--- config.mk ---
export PLATFORM = sky130hd
export DESIGN_NAME = serial_transmitter
export DESIGN_NICKNAME = d
export VERILOG_FILES = /design/src/rtl/serial_transmitter.sv
export SDC_FILE = /design/constraint.sdc
export NUM_CORES = 1
export LEC_CHECK = 0
export BUFFER_PORTS_ARGS = -buffer_cell sky130_fd_sc_hd__buf_2
export CORE_MARGIN = 3
export CORE_UTILIZATION = 55
export CTS_BUF_LIST = sky130_fd_sc_hd__clkbuf_8 sky130_fd_sc_hd__clkbuf_16
export CTS_CLUSTER_DIAMETER = 120
export DETAILED_ROUTE_END_ITERATION = 8
export MAX_ROUTING_LAYER = met4
export PLACE_DENSITY = 0.74
export SETUP_SLACK_MARGIN = 0.05
export SYNTH_ARGS = -nofsm -noshare
export SYNTH_HDL_FRONTEND = slang
export SYNTH_SLANG_ARGS = --single-unit
export TNS_END_PERCENT = 100
--- constraint.sdc ---
create_clock -name clk -period 6.5 [get_ports clk]
set_input_delay 1.95 -clock clk [delete_from_list [all_inputs] [get_ports clk]]
set_output_delay 1.95 -clock clk [all_outputs]
set_load 0.02 [all_outputs]
--- src/rtl/serial_transmitter.sv ---
// Byte-wide asynchronous serial transmitter: start bit, 8 data bits LSB first,
// optional parity bit, stop bit; every bit held for CLKS_PER_BIT clocks.
module serial_transmitter #(
    parameter int CLKS_PER_BIT = 1,
    parameter int PARITY_EN    = 0,
    parameter int PARITY_ODD   = 0
) (
    input  logic       clk,
    input  logic       reset,
    input  logic [7:0] tx_data,
    input  logic       tx_valid,
    output logic       tx_ready,
    output logic       serial_out,
    output logic       busy,
    output logic       tx_done
);

    typedef enum logic [2:0] {
        IDLE,
        START,
        DATA,
        PARITY,
        STOP
    } state_t;

    localparam logic [9:0] LAST_TICK = 10'(CLKS_PER_BIT - 1);

    state_t     state_q, state_d;
    logic [9:0] tick_q, tick_d;
    logic [2:0] bit_q, bit_d;
    logic [7:0] shreg_q, shreg_d;
    logic       line_q, line_d;
    logic       done_q, done_d;
    logic       bit_end;

    function automatic logic parity_bit(input logic [7:0] b);
        return (^b) ^ (PARITY_ODD != 0);
    endfunction

    assign bit_end = (tick_q == LAST_TICK);

    always_comb begin
        state_d = state_q;
        tick_d  = tick_q;
        bit_d   = bit_q;
        shreg_d = shreg_q;
        line_d  = 1'b1;
        done_d  = 1'b0;

        case (state_q)
            IDLE: begin
                tick_d = '0;
                bit_d  = '0;
                if (tx_valid) begin
                    shreg_d = tx_data;
                    state_d = START;
                end
            end
            START: begin
                if (bit_end) state_d = DATA;
            end
            DATA: begin
                if (bit_end) begin
                    bit_d = bit_q + 3'd1;
                    if (bit_q == 3'd7) state_d = (PARITY_EN != 0) ? PARITY : STOP;
                end
            end
            PARITY: begin
                if (bit_end) state_d = STOP;
            end
            STOP: begin
                if (bit_end) state_d = IDLE;
            end
            default: state_d = IDLE;
        endcase

        if (state_q != IDLE) tick_d = bit_end ? 10'd0 : tick_q + 10'd1;

        // Line level is registered from the next state so it changes with the state.
        case (state_d)
            START:   line_d = 1'b0;
            DATA:    line_d = shreg_d[bit_d];
            PARITY:  line_d = parity_bit(shreg_q);
            default: line_d = 1'b1;
        endcase

        done_d = (state_q == STOP) && (state_d == IDLE);
    end

    always_ff @(posedge clk) begin
        if (reset) begin
            state_q <= IDLE;
            tick_q  <= '0;
            bit_q   <= '0;
            shreg_q <= '0;
            line_q  <= 1'b1;
            done_q  <= 1'b0;
        end else begin
            state_q <= state_d;
            tick_q  <= tick_d;
            bit_q   <= bit_d;
            shreg_q <= shreg_d;
            line_q  <= line_d;
            done_q  <= done_d;
        end
    end

    assign tx_ready   = (state_q == IDLE);
    assign busy       = (state_q != IDLE);
    assign serial_out = line_q;
    assign tx_done    = done_q;

endmodule

==> results.ini <==
[run_status]
outcome=finished clean

[logic_synthesis]
syn-num-nets=161
synth_seq_cells=26
ys.flop_type=dfxtp_1
synth_top_family_by_area=simple AND/OR/NAND/NOR gates
yosys_warnings=0
synth_simple_gate_area_frac=0.298
synthMuxAreaShare=0.0496
yosysSeqAreaShare=0.397
async_flop_share=0
ys_types=38
syn_inst=146
synth_fa_ha_area_frac=0.0381
syn_avg_cell_area_um2=8.99
netlist_area_um2=1310
synth_xor_xnor_area_share=0.107
synth-edff-count=0
synth_compound_area_frac=0.0963

[finish]
area_growth_pct=12.9
multi_input_area_um2=773
postLayoutCellArea_um2=1480
regArea_um2=520
n_antenna_cell=0
drive_above_1_share=0.198
fin_nets=178
fillers=200

[critical_path]
end_kind=output port
worstPathRequired_ns=4.55
r2r_cells=6
crit_buf_inv=1
reg2reg_to=serial_out$_SDFF_PP1_
path_cells=nor3_2, buf_2
critical-path-max-stage-delay_ns=0.59
cp_top_family=simple AND/OR/NAND/NOR gates
r2r_slack_ns=4.02
r2r_start=tick_q[5]$_SDFF_PP0_
start_kind=register
cp_max_fo=10
crit_type=reg2out
critPathSlowestCell=nor3_2
cp.arrival_ns=1.52

[place]
place_ws_ns=3.32
place_congestion=0.783
hpwl_mm=1.82
placed_area_um2=1410
io_buffers=14

[power_and_ir_drop]
netSwitchingPower_mw=0.0859
power.internal_mw=0.272
leakagePower_nw=0.600
ir_drop_mv=0.169
sequentialPowerShare=0.479
clock_power_share=0.369
combinationalPowerShare=0.152
powerDensity_nw_per_um2=242
swShare=0.240

[detailed_routing]
drt-total-wl_mm=2.42
drc=0
drt_iter0_drc=15
vias_per_cell=5.24
ant_nets=0
wl_per_cell_um=12.7
firstDrtPassIters=4
vias=996

[clock_network]
postCtsSetupRepairBufs=0
clk_pin_slew_ns=0.09
cts_tree=done
cts_sinks=26
clk_latency_ns=0.27
cts_hold_buf=0
cts_max_path_buffers=2
cts_htree_levels=1
cts-root-buf=clkbuf_8
cts_buffers=3
cts.repair.resized=0

[floorplan]
die-area_um2=3010
dieWidth_um=54.9
fp.dieH_um=54.9
core_um2=2230
start_util=0.588
ioPinCount=15
fp-row-count=17

[sta]
slew_viol_final=0
finalWorstSetupSlack_ns=3.03
tightest_slew_ns=0.663
relSlewSlack=0.555
timing.fmax_ghz=0.288
rsz0062_at_grt=no
layout_min_cycle_time_ns=3.47
final-hold-violation-count=0
clock-skew-final_ns=0.00619
final.period_utilization=0.534
finalSetupTns_ns=0
setup_viol=0

[global_route]
grt_pass1_vias=896
grt_usage=0.192
grt_max_degree=17
antenna_found_initial=0
grt_first_pass_wirelength_mm=4.00
grt_overflow_total=0

[hold_path]
worstHoldPathType=reg2reg
whs_endpoint=tick_q[0]$_SDFF_PP0_
hp-start=tick_q[0]$_SDFF_PP0_
hold_path_depth=1

[run]
maxCapViolations=0

## worst max path at each step
stage	start	to	slack, ns	cells after the start
global placement	state_q[0]$_SDFF_PP0_	tx_ready	3.39	2
floorplan	state_q[0]$_SDFF_PP0_	busy	3.34	2
detailed placement	state_q[0]$_SDFF_PP0_	tx_ready	3.32	2
CTS	state_q[0]$_SDFF_PP0_	tx_ready	3.01	2
global route	state_q[0]$_SDFF_PP0_	busy	2.92	3
finish	state_q[0]$_SDFF_PP0_	tx_ready	3.03	2
## layer usage
| layer | vias to the layer above | part of all wire | global-route usage |
|---|---|---|---|
| li1 | 528 | - | - |
| met1 | 450 | 0.48 | 0.256 |
| met2 | 13 | 0.47 | 0.287 |
| met3 | 5 | 0.028 | 0.0327 |
| met4 | 0 | 0.018 | 0.0747 |
| met5 | - | 0 | - |
## worst register-to-register path, delay by kind of cell, from the launching register on
| kind | cells | cell delay, ns |
|---|---|---|
| AOI/OAI and AO/OA | 2 | 0.55 |
| DFF | 1 | 0.37 |
| muxes | 2 | 0.74 |
| and+or+nand+nor | 2 | 0.73 |
## layout by cell type, fill, tap and decap left out, drive strengths merged, types with 3 or more instances in the layout
master,synthesis,final
buf,0,14
nand2,25,25
xnor2,10,10
mux2i,3,3
nor2,20,20
and2,4,4
clkbuf,2,3
inv,3,3
nor3b,3,3
a21oi,9,9
nor3,4,4
nand3,4,4
dfxtp,26,26
xor2,6,6
ha,4,4
and3,4,4
## power by group through the flow
stage                     Combinational [mW]  Clock (mW)  Sequential [mW]
final                                 0.0543       0.132            0.172
after global placement                0.0530           0            0.175
after detailed placement              0.0547           0            0.175
after global routing                  0.0606       0.142            0.173
after floorplan                       0.0409           0            0.175
after CTS                             0.0550       0.135            0.172
## kinds of logic (layout without fill, tap and decap cells)
kind of cell    count (synthesis)  in the layout
flops                          26             26
fa+ha+maj                       4              4
compound gates                 16             16
mux                             5              5
xor+xnor                       16             16
buf+inv                         5             21
simple gates                   74             74
## cell usage after synthesis, drive strengths merged, types with 3 or more instances
cell type | n | area (um2)
dfxtp | 26 | 521
nand2 | 25 | 96.4
nor2 | 20 | 75.1
xnor2 | 10 | 87.6
a21oi | 9 | 48.8
xor2 | 6 | 52.6
and2 | 4 | 27.5
and3 | 4 | 26.3
ha | 4 | 50.1
nand3 | 4 | 20.0
nor3 | 4 | 25.0
inv | 3 | 11.3
mux2i | 3 | 42.5
nor3b | 3 | 22.5
## through the flow
stage | hold slack, ns | power (mW) | std cells | utilization
detailed placement | 0.458 | 0.230 | 186 | 0.631
global placement | 0.458 | 0.228 | 186 | 0.631
global route | 0.513 | 0.375 | 190 | 0.663
finish | 0.481 | 0.358 | 190 | 0.663
floorplan | 0.437 | 0.216 | 146 | -
CTS | 0.481 | 0.361 | 190 | 0.663
## registers in the layout, summed over array words and instances (netlist names)
| signal | count |
|---|---|
| bit_q | 3 |
| serial_out | 1 |
| shreg_q | 8 |
| state_q | 3 |
| tick_q | 10 |
| tx_done | 1 |
## area by class of cell
| cell class | instances | area share |
|---|---|---|
| clock buffer | 3 | 0.0279 |
| clock inverter | 1 | 0.0203 |
| inverter | 3 | 0.00760 |
| multi-input combinational | 115 | 0.522 |
| sequential | 26 | 0.351 |
| tap | 28 | 0.0236 |
| timing repair buffer | 14 | 0.0473 |
(Power assumes the default switching activity.)
